===== config.mk =====
export PLATFORM = sky130hd
export DESIGN_NAME = wb_arbiter_flat
export DESIGN_NICKNAME = d
export VERILOG_FILES = /design/src/rtl/wb_arbiter_pkg.sv /design/src/rtl/wb_arbiter_if.sv /design/src/rtl/wb_arbiter_rr_arbiter.sv /design/src/rtl/wb_arbiter.sv /design/src/flat_wrapper.sv
export SDC_FILE = /design/constraint.sdc
export NUM_CORES = 1
export LEC_CHECK = 0
export BUFFER_PORTS_ARGS = -buffer_cell sky130_fd_sc_hd__buf_2
export CORE_MARGIN = 1.5
export CORE_UTILIZATION = 45
export CTS_CLUSTER_SIZE = 16
export DETAILED_ROUTE_END_ITERATION = 8
export PLACE_DENSITY = 0.84
export SETUP_SLACK_MARGIN = 0.15
export SLEW_MARGIN = 20
export SYNTH_ARGS = -nofsm -noshare
export SYNTH_HDL_FRONTEND = slang
export SYNTH_SLANG_ARGS = --single-unit

===== constraint.sdc =====
create_clock -name clk -period 4.2 [get_ports clk]
set_input_delay 0.84 -clock clk [delete_from_list [all_inputs] [get_ports clk]]
set_output_delay 0.84 -clock clk [all_outputs]
set_load 0.01 [all_outputs]

===== src/rtl/wb_arbiter_pkg.sv =====
// Shared widths and request record for the write-back arbiter slice.
package wb_arbiter_pkg;

  localparam int WB_AW    = 5;
  localparam int WB_DW    = 32;
  localparam int WB_NREGS = 2 ** WB_AW;

  // One requester's write-back request as seen by the arbiter.
  typedef struct packed {
    logic              valid;
    logic [WB_AW-1:0]  addr;
    logic [WB_DW-1:0]  data;
  } wb_req_t;

endpackage


===== src/rtl/wb_arbiter_if.sv =====
// Write-back request bus between the pipeline requesters and the arbiter.
interface wb_arbiter_if
  import wb_arbiter_pkg::*;
#(
  parameter int NREQ = 3,
  parameter int AW   = WB_AW,
  parameter int DW   = WB_DW
);

  logic                     stall;
  logic [NREQ-1:0]          req_valid;
  logic [NREQ-1:0]          req_ready;
  logic [NREQ-1:0][AW-1:0]  req_addr;
  logic [NREQ-1:0][DW-1:0]  req_data;
  logic                     rf_we;
  logic [AW-1:0]            rf_addr;
  logic [DW-1:0]            rf_wd;
  logic [2**AW-1:0]         wb_pending;
  logic [15:0]              conflict_cnt;

  // Requester / pipeline side.
  modport master (
    output stall, req_valid, req_addr, req_data,
    input  req_ready, rf_we, rf_addr, rf_wd, wb_pending, conflict_cnt
  );

  // Arbiter side.
  modport slave (
    input  stall, req_valid, req_addr, req_data,
    output req_ready, rf_we, rf_addr, rf_wd, wb_pending, conflict_cnt
  );

endinterface


===== src/rtl/wb_arbiter_rr_arbiter.sv =====
// Round-robin one-hot grant: search upward from ptr, wrapping at NREQ-1.
module rr_arbiter #(
  parameter int NREQ = 3,
  localparam int PW  = (NREQ > 1) ? $clog2(NREQ) : 1
) (
  input  logic [NREQ-1:0] req,
  input  logic [PW-1:0]   ptr,
  output logic [NREQ-1:0] grant
);

  // First requesting index at or after ptr (circularly) wins.
  always_comb begin
    logic found;
    int   idx;
    grant = '0;
    found = 1'b0;
    idx   = 0;
    for (int k = 0; k < NREQ; k++) begin
      idx = (int'(ptr) + k) % NREQ;
      if (!found && req[idx]) begin
        grant[idx] = 1'b1;
        found      = 1'b1;
      end
    end
  end

endmodule


===== src/rtl/wb_arbiter.sv =====
// Write-back arbiter: shares one register-file write port among NREQ
// requesters, registers the winning write, and counts contention cycles.
module wb_arbiter
  import wb_arbiter_pkg::*;
#(
  parameter int NREQ = 3,
  parameter int AW   = WB_AW,
  parameter int DW   = WB_DW
) (
  input  logic        clk,
  input  logic        rst,
  wb_arbiter_if.slave bus
);

  localparam int PW = (NREQ > 1) ? $clog2(NREQ) : 1;

  logic [PW-1:0]   rr_ptr;
  logic [PW-1:0]   ptr_next;
  logic [PW-1:0]   sel_idx;
  logic [NREQ-1:0] grant;
  logic [NREQ-1:0] ready;
  logic [AW-1:0]   sel_addr;
  logic [DW-1:0]   sel_data;
  logic            transfer;
  logic            rf_we;
  logic [AW-1:0]   rf_addr;
  logic [DW-1:0]   rf_wd;
  logic [15:0]     conflict_cnt;

  rr_arbiter #(.NREQ(NREQ)) u_rr (
    .req   (bus.req_valid),
    .ptr   (rr_ptr),
    .grant (grant)
  );

  // Grants are withheld during reset and pipeline stall; the grant is only
  // ever non-zero for a valid requester, so any ready bit means a transfer.
  assign ready         = (rst || bus.stall) ? '0 : grant;
  assign transfer      = |ready;
  assign bus.req_ready = ready;

  // Select the granted requester's payload and compute the pointer successor.
  always_comb begin
    sel_idx  = '0;
    sel_addr = '0;
    sel_data = '0;
    for (int i = 0; i < NREQ; i++) begin
      if (grant[i]) begin
        sel_idx  = PW'(i);
        sel_addr = bus.req_addr[i];
        sel_data = bus.req_data[i];
      end
    end
    ptr_next = (sel_idx == PW'(NREQ - 1)) ? '0 : sel_idx + 1'b1;
  end

  // Output register stage and round-robin pointer; writes to x0 are
  // accepted but dropped, and address/data only move on a real write.
  always_ff @(posedge clk) begin
    if (rst) begin
      rf_we   <= 1'b0;
      rf_addr <= '0;
      rf_wd   <= '0;
      rr_ptr  <= '0;
    end else begin
      rf_we <= transfer && (sel_addr != '0);
      if (transfer && (sel_addr != '0)) begin
        rf_addr <= sel_addr;
        rf_wd   <= sel_data;
      end
      if (transfer) begin
        rr_ptr <= ptr_next;
      end
    end
  end

  // Saturating count of cycles with two or more requests, stall or not.
  always_ff @(posedge clk) begin
    if (rst) begin
      conflict_cnt <= '0;
    end else if (($countones(bus.req_valid) >= 2) && (conflict_cnt != 16'hFFFF)) begin
      conflict_cnt <= conflict_cnt + 16'd1;
    end
  end

  // One-hot decode of the register currently being written.
  for (genvar gi = 0; gi < 2 ** AW; gi++) begin : g_pending
    assign bus.wb_pending[gi] = rf_we && (rf_addr == AW'(gi));
  end

  assign bus.rf_we        = rf_we;
  assign bus.rf_addr      = rf_addr;
  assign bus.rf_wd        = rf_wd;
  assign bus.conflict_cnt = conflict_cnt;

endmodule


===== src/flat_wrapper.sv =====
// flat-port wrapper written by rule: the top's interface ports become plain ports
module wb_arbiter_flat import wb_arbiter_pkg::*;
#(
  parameter int NREQ = 3,
  parameter int AW   = WB_AW,
  parameter int DW   = WB_DW
)
  (clk, rst, bus_stall, bus_req_valid, bus_req_addr, bus_req_data, bus_req_ready, bus_rf_we, bus_rf_addr, bus_rf_wd, bus_wb_pending, bus_conflict_cnt);
  wb_arbiter_if #(.NREQ(NREQ), .AW(AW), .DW(DW)) bus_i ();
  input  logic clk;
  input  logic rst;
  input wire logic [$bits(bus_i.stall)-1:0] bus_stall;
  input wire logic [$bits(bus_i.req_valid)-1:0] bus_req_valid;
  input wire logic [$bits(bus_i.req_addr)-1:0] bus_req_addr;
  input wire logic [$bits(bus_i.req_data)-1:0] bus_req_data;
  output wire logic [$bits(bus_i.req_ready)-1:0] bus_req_ready;
  output wire logic [$bits(bus_i.rf_we)-1:0] bus_rf_we;
  output wire logic [$bits(bus_i.rf_addr)-1:0] bus_rf_addr;
  output wire logic [$bits(bus_i.rf_wd)-1:0] bus_rf_wd;
  output wire logic [$bits(bus_i.wb_pending)-1:0] bus_wb_pending;
  output wire logic [$bits(bus_i.conflict_cnt)-1:0] bus_conflict_cnt;
  assign bus_i.stall = bus_stall;
  assign bus_i.req_valid = bus_req_valid;
  assign bus_i.req_addr = bus_req_addr;
  assign bus_i.req_data = bus_req_data;
  assign bus_req_ready = bus_i.req_ready;
  assign bus_rf_we = bus_i.rf_we;
  assign bus_rf_addr = bus_i.rf_addr;
  assign bus_rf_wd = bus_i.rf_wd;
  assign bus_wb_pending = bus_i.wb_pending;
  assign bus_conflict_cnt = bus_i.conflict_cnt;
  wb_arbiter #(.NREQ(NREQ), .AW(AW), .DW(DW)) u_core (.clk(clk), .rst(rst), .bus(bus_i));
endmodule

# Yosys cells after proc, flatten, opt, wreduce, memory -nomap -nowiden
# Cells that the tools add are included.
[totals] input_bits=117 register_bits=56 output_inout_bits=89
[op_classes] magnitude_cmp=7 reduce_logical=45 div_mod_pow=3 mux=30 bitwise_logic=2 n_eq_ne=33 add_sub_neg=6
[op_table] cell="greater-or-equal comparator 32 x 1 -> 1 bit, second input constant" n=3
[op_table] cell="< comparator 32 x 4 -> 1 bit, second input constant" n=3
[op_table] cell="2-to-1 mux 32 bit" n=3
[op_table] cell="equality test 5 bit, second input constant" n=16
[op_table] cell="modulo 32 x 3 -> 32 bit, second input constant" n=2
[op_table] cell="equality test 5 x 4 -> 1 bit, second input constant" n=8
[op_table] cell="logical AND 1 bit" n=39
[op_table] cell="adder 32 x 1 -> 32 bit" n=1
[op_table] cell="greater-or-equal comparator 32 x 3 -> 1 bit, second input constant" n=1
[op_table] cell="modulo 3 x 3 -> 32 bit, second input constant" n=1
[op_table] cell="equality test 5 x 3 -> 1 bit, second input constant" n=4
[op_table] cell="adder 16 x 1 -> 16 bit, second input constant" n=1
[op_table] cell="inequality test 16 bit, second input constant" n=1
[op_table] cell="2-to-1 mux 5 bit" n=3
[op_table] cell="2-to-1 mux 1 bit" n=12
[op_table] cell="2-to-1 mux 3 bit" n=4
[op_table] cell="equality test 5 x 2 -> 1 bit, second input constant" n=2
[op_table] cell="binary-select mux 1 bit (select 2 bit)" n=3
[op_table] cell="demux 1 bit (select 2 bit)" n=3
[op_table] cell="bitwise OR 3 bit" n=2
[op_table] cell="equality test 5 x 1 -> 1 bit, second input constant" n=1
[op_table] cell="zero test 5 bit" n=1
[op_table] cell="nonzero test 5 bit" n=1
[op_table] cell="2-to-1 mux 2 bit" n=2
[op_table] cell="8 further kinds" n=9

# Logic depth before layout (Yosys ltp)
[depth] depth_word=16 ltp_mapped=15

# Modules after synthesis
# From an unflattened synthesis, not the netlist that was laid out.
[unflattened] hier_cells=428 hier_area_um2=3462.1
[modules_own_cells] module="wb_arbiter" cells_each=393 area_each_um2=3196.8 instances=1
[modules_own_cells] module="rr_arbiter" cells_each=35 area_each_um2=265.3 instances=1

# Worst setup path before layout
# OpenSTA, ideal clock, no wires.
[synth_path] path_type="in2out" from="input port bus_req_valid[2]" to="output port bus_req_ready[2]" t_arrival_ps=2537 setup_slack_ps=823 path_stages=8 required_ps=3360 n_path_buf=3 path_cell_list="buf_4 and4bb_1 o21bai_1 o2bb2ai_1 a32oi_1 buf_2 buf_1 nor3_1"
[synth_between] elab_chain_len=11 word_cells_on_any_way=21 cone_classes="mux (15); bitwise (2); reduce/logical (4)"
[synth_lines] element="from (decl)" line="flat_wrapper.sv:13" rtl="input wire logic [$bits(bus_i.req_valid)-1:0] bus_req_valid;"
[synth_lines] element="binary-select mux 1 bit (select 2 bit)" line="wb_arbiter_rr_arbiter.sv:20" rtl="if (!found && req[idx]) begin"
[synth_lines] element="2-to-1 mux 1 bit (implied by the code) (2 in series)" line="wb_arbiter_rr_arbiter.sv:20"
[synth_lines] element="2-to-1 mux 1 bit" line="wb_arbiter_rr_arbiter.sv:20"
[synth_lines] element="zero test 1 bit" line="wb_arbiter_rr_arbiter.sv:20"
[synth_lines] element="logical AND 1 bit" line="wb_arbiter_rr_arbiter.sv:20"
[synth_lines] element="2-to-1 mux 1 bit" line="wb_arbiter_rr_arbiter.sv:20"
[synth_lines] element="zero test 1 bit" line="wb_arbiter_rr_arbiter.sv:20"
[synth_lines] element="logical AND 1 bit" line="wb_arbiter_rr_arbiter.sv:20"
[synth_lines] element="2-to-1 mux 3 bit (*)" line="wb_arbiter_rr_arbiter.sv:20"
[synth_lines] element="2-to-1 mux 3 bit (*)" line="wb_arbiter.sv:38" rtl="assign ready = (rst || bus.stall) ? '0 : grant;"
[synth_lines] element="to (decl)" line="flat_wrapper.sv:16" rtl="output wire logic [$bits(bus_i.req_ready)-1:0] bus_req_ready;"
# Mark *: on every way between the ends. The rest lies on a longest branch, timed or not. The select of a mux whose other input is x is not followed.

# Worst setup path after layout
[layout_path] from="register u_core.rr_ptr[0]" to="output port bus_req_ready[2]"
[layout_between] elab_chain_len=12 word_cells_on_any_way=41 cone_classes="add/sub (2); div (3); order compare (6); mux (21); bitwise (2); reduce/logical (7)"
[layout_lines] element="from (decl)" line="wb_arbiter.sv:17" rtl="logic [PW-1:0] rr_ptr;"
[layout_lines] element="from (signal assigned)" line="wb_arbiter.sv:72" rtl="rr_ptr <= ptr_next;"
[layout_lines] element="parallel branches: the longest is 10 deep, another holds modulo 32 x 3 -> 32 bit"
[layout_lines] element="2-to-1 mux 3 bit (*)" line="wb_arbiter_rr_arbiter.sv:20"
[layout_lines] element="2-to-1 mux 3 bit (*)" line="wb_arbiter.sv:38"
# Mark *: on every way between the ends. The select of a mux whose other input is x is not followed.

==> flow_summary_export.csv <==
group,metric,value,unit
cts,numCtsBuffers,5,
logic_synthesis,ys.flop_type,"dfxtp_1",
place,gp_congestion,0.909,
global_route,overflow,0,
place,numPortBuffers,205,
critical_path,cp_cell_sequence,"inv_1, ha_1, a22o_1, o21ai_1, a31o_1, a32oi_4, buf_4, nor3_1, buf_2",
floorplan,start_util,47.0,%
cts,cts.reportedPaths.clkPinSlew,0.10,ns
place,post-dp-hpwl,8370,um
worst_hold_path,hold_class,"flop to flop",
logic_synthesis,synthArstFlopShare,0,%
cts,clock-sinks,56,
timing,skew,0.00906,ns
drt,detail-route-antenna-nets,0,
floorplan,die_h,93.5,um
timing,finalMaxSlewViolations,0,
floorplan,core_area,7850,um2
logic_synthesis,synth_cell_type_count,57,
logic_synthesis,netlist_instances,434,
drt,wl_per_cell,14.6,um
logic_synthesis,postSynthAreaPerCell,8.50,um2
layout,drive_gt1_share,37.2,%
timing,finalHoldViolCount,0,
global_route,grt.total_usage,22.6,%
drt,drt-total-wl,10500,um
worst_hold_path,worstHoldStart,"u_core.bus.rf_wd[10]",
global_route,grt_first_pass_wirelength,16100,um
drt,firstDrtPassIters,4,
critical_path,cp_slowest_cell,"ha_1",
timing,worst_pin_slew,0.517,ns
timing,fin_setup_tns,0,ns
logic_synthesis,synth.cell_area,3690,um2
logic_synthesis,synth_enable_flop_cells,0,
layout,fin_nets,740,
cts,cts_hold_buf,0,
drt,drc,0,
layout,syn_to_final_growth,30.4,%
timing,min_period_over_period,87.0,%
critical_path,cp_slowest_stage_delay,0.50,ns
timing,finalCriticalPeriod,3.65,ns
critical_path,critPathRequiredTime,3.36,ns
floorplan,ios,206,
layout,antenna_cells,0,
flow_run,cap_viol_max_count,0,
critical_path,r2r_start,"u_core.rr_ptr[0]",
cts,clk_latency,0.30,ns
status,status,"complete, no violations",
logic_synthesis,yosysSeqAreaShare,30.4,%
drt,viasPerCell,5.38,
floorplan,die-area,8750,um2
critical_path,r2r_end,"u_core.bus.rf_wd[2]",
global_route,grt_antenna_before_repair,0,
timing,timing.hold.ws,0.464,ns
critical_path,regToRegSetupSlack,0.71,ns
critical_path,start_kind,"flop",
cts,clockBufferDepth,2,
timing,finalSetupViolations,0,
logic_synthesis,yosys_warnings,0,
global_route,grt_max_degree,46,
pwr,leakagePower,2.63,nW
global_route,use_met1,25.6,%
timing,timing.slew.headroom,65.2,%
timing,rsz0062_at_grt,"false",
worst_hold_path,whs_path_depth,2,
pwr,ir_worst_vdd,245,uV
global_route,met2_usage,43.1,%
critical_path,crit_fanout,18,
drt,vias,3874,
cts,cts-htree-levels,2,
worst_hold_path,min_to,"u_core.bus.rf_wd[10]",
global_route,grt_pass1_vias,3559,
global_route,grt.busiest_layer,"met2",
cts,cts_setup_buffers,0,
drt,drtIter0Drc,96,
cts,post_cts_resized,0,
global_route,grt_util_met3,3.17,%
logic_synthesis,mappedNetlistNets,557,
critical_path,rr_worst_depth,11,
critical_path,end_kind,"primary output",
logic_synthesis,ys_seq_elements,56,
floorplan,die_x,93.5,um
critical_path,path_class,"flop to primary output",
pwr,power.density,451,nW/um2
cts,cts_tree,"yes",
cts,cts_root_buf,"clkbuf_8",
floorplan,core.rowCount,32,
timing,timing.fmax,274,MHz
critical_path,critical_path_arrival,2.81,ns
-- kinds of logic after synthesis --
family / count (synthesis) / synth area share, %
fa+ha+maj: 6 / 2.04
buf+inv: 50 / 7.60
xor+xnor: 9 / 2.14
simple gates: 163 / 21.2
flops: 56 / 30.4
mux: 70 / 19.4
compound gates: 80 / 17.3
-- registers in the layout (all words and copies together) (netlist names) --
| register | cells |
|---|---|
| u_core.bus.rf_addr | 5 |
| u_core.bus.conflict_cnt | 16 |
| u_core.rr_ptr | 2 |
| u_core.bus.rf_we | 1 |
| u_core.bus.rf_wd | 32 |
-- worst max-delay path by stage --
| stage | startpoint | endpoint | slack (ns) | depth (start not counted) |
|---|---|---|---|---|
| global route | u_core.rr_ptr[0] | bus_req_ready[1] | 0.29 | 8 |
| floorplan | bus_req_valid[2] | bus_req_ready[2] | 0.82 | 8 |
| detailed placement | bus_req_valid[2] | u_core.bus.rf_wd[31] | 0.63 | 10 |
| finish | u_core.rr_ptr[0] | bus_req_ready[2] | 0.55 | 9 |
| global placement | bus_req_valid[2] | u_core.bus.rf_addr[3] | 0.75 | 9 |
| CTS | u_core.rr_ptr[0] | bus_req_ready[2] | 0.51 | 9 |
-- routing by layer --
layer / part of all wire, % / vias to the layer above
met5: 0 / -
met4: 2.2 / 0
met3: 5.8 / 22
met2: 53 / 159
met1: 39 / 1774
li1: - / 1919
-- cells in the mapped netlist, types with 2 or more instances --
| cell type | count | area, um2 |
|---|---|---|
| o311a_1 | 2 | 20.0 |
| or3_1 | 5 | 31.3 |
| nor3_1 | 18 | 90.1 |
| nand4_1 | 5 | 31.3 |
| nand2_1 | 47 | 176 |
| a31oi_1 | 3 | 18.8 |
| a21oi_2 | 2 | 17.5 |
| nand2b_1 | 5 | 31.3 |
| buf_4 | 2 | 15.0 |
| a22oi_1 | 2 | 15.0 |
| mux2i_1 | 68 | 681 |
| dfxtp_1 | 56 | 1120 |
| ha_1 | 6 | 75.1 |
| a31o_1 | 2 | 17.5 |
| a22o_1 | 33 | 289 |
| inv_2 | 2 | 7.51 |
| nor4_1 | 3 | 18.8 |
| xnor2_1 | 6 | 52.6 |
| nor2b_1 | 2 | 12.5 |
| a21o_1 | 2 | 15.0 |
| inv_1 | 13 | 48.8 |
| nand3_1 | 11 | 55.1 |
| buf_6 | 4 | 45.0 |
| o21ai_0 | 8 | 40.0 |
| nand3b_1 | 4 | 30.0 |
| o31a_1 | 4 | 35.0 |
| and3_1 | 2 | 12.5 |
| a32o_1 | 2 | 20.0 |
| buf_12 | 3 | 60.1 |
| nand4b_1 | 2 | 17.5 |
| xor2_1 | 3 | 26.3 |
| buf_2 | 4 | 20.0 |
| nor2_1 | 50 | 188 |
| buf_1 | 2 | 7.51 |
| clkbuf_1 | 18 | 67.6 |
| and4_1 | 3 | 26.3 |
| a21oi_1 | 10 | 50.1 |
-- placed cells by master (no fill, tap or decap), types with 4 or more instances in the layout --
cell	instances
xnor2_1	6
or3_1	5
nand3b_1	4
a21oi_1	10
nand2b_1	5
buf_2	205
o31a_1	4
nor3_1	18
nor2_1	50
nand3_1	11
inv_1	13
nand4_1	5
o21ai_0	8
ha_1	6
nand2_1	47
mux2i_1	68
clkbuf_8	6
dfxtp_1	56
a22o_1	33
-- power by group --
part / internal [mW] / total, mW / switching (mW) / leakage, nW
Clock: 0.135 / 0.309 / 0.174 / 0.0516
Sequential: 0.634 / 0.720 / 0.0855 / 0.455
Combinational: 0.520 / 1.14 / 0.619 / 2.12
Total: 1.29 / 2.17 / 0.878 / 2.63
-- critical path, delay by kind of cell (launching register included) --
family,cells,cell delay (ns)
buffers and inverters,3,0.59
AO/OA/AOI/OAI,4,0.95
AND/OR/NAND/NOR,1,0.07
adder cells (fa/ha/maj),1,0.50
flip-flops,1,0.40
-- through the flow --
step / utilization [%] / instance area, um2 / power, mW / cells / setup slack (ns)
5_1_grt: 61.3 / 4810 / 2.32 / 720 / 0.294
3_3_place_gp: 60.0 / 4710 / 1.83 / 712 / 0.749
3_5_place_dp: 60.0 / 4710 / 1.88 / 712 / 0.634
4_1_cts: 61.3 / 4810 / 2.19 / 720 / 0.509
6_report: 61.3 / 4810 / 2.17 / 720 / 0.546
2_1_floorplan: - / 3690 / 1.56 / 434 / 0.823
-- cell type report --
type	instances	area, um2
repair buffers	210	1090
well taps	102	128
multi-input cells	328	2310
clock inverters	2	13.8
inverters	16	60.1
fillers	700	3040
flip-flops and latches	56	1120
clock buffers	6	82.6
No activity file was read; power rests on OpenSTA's default activity.
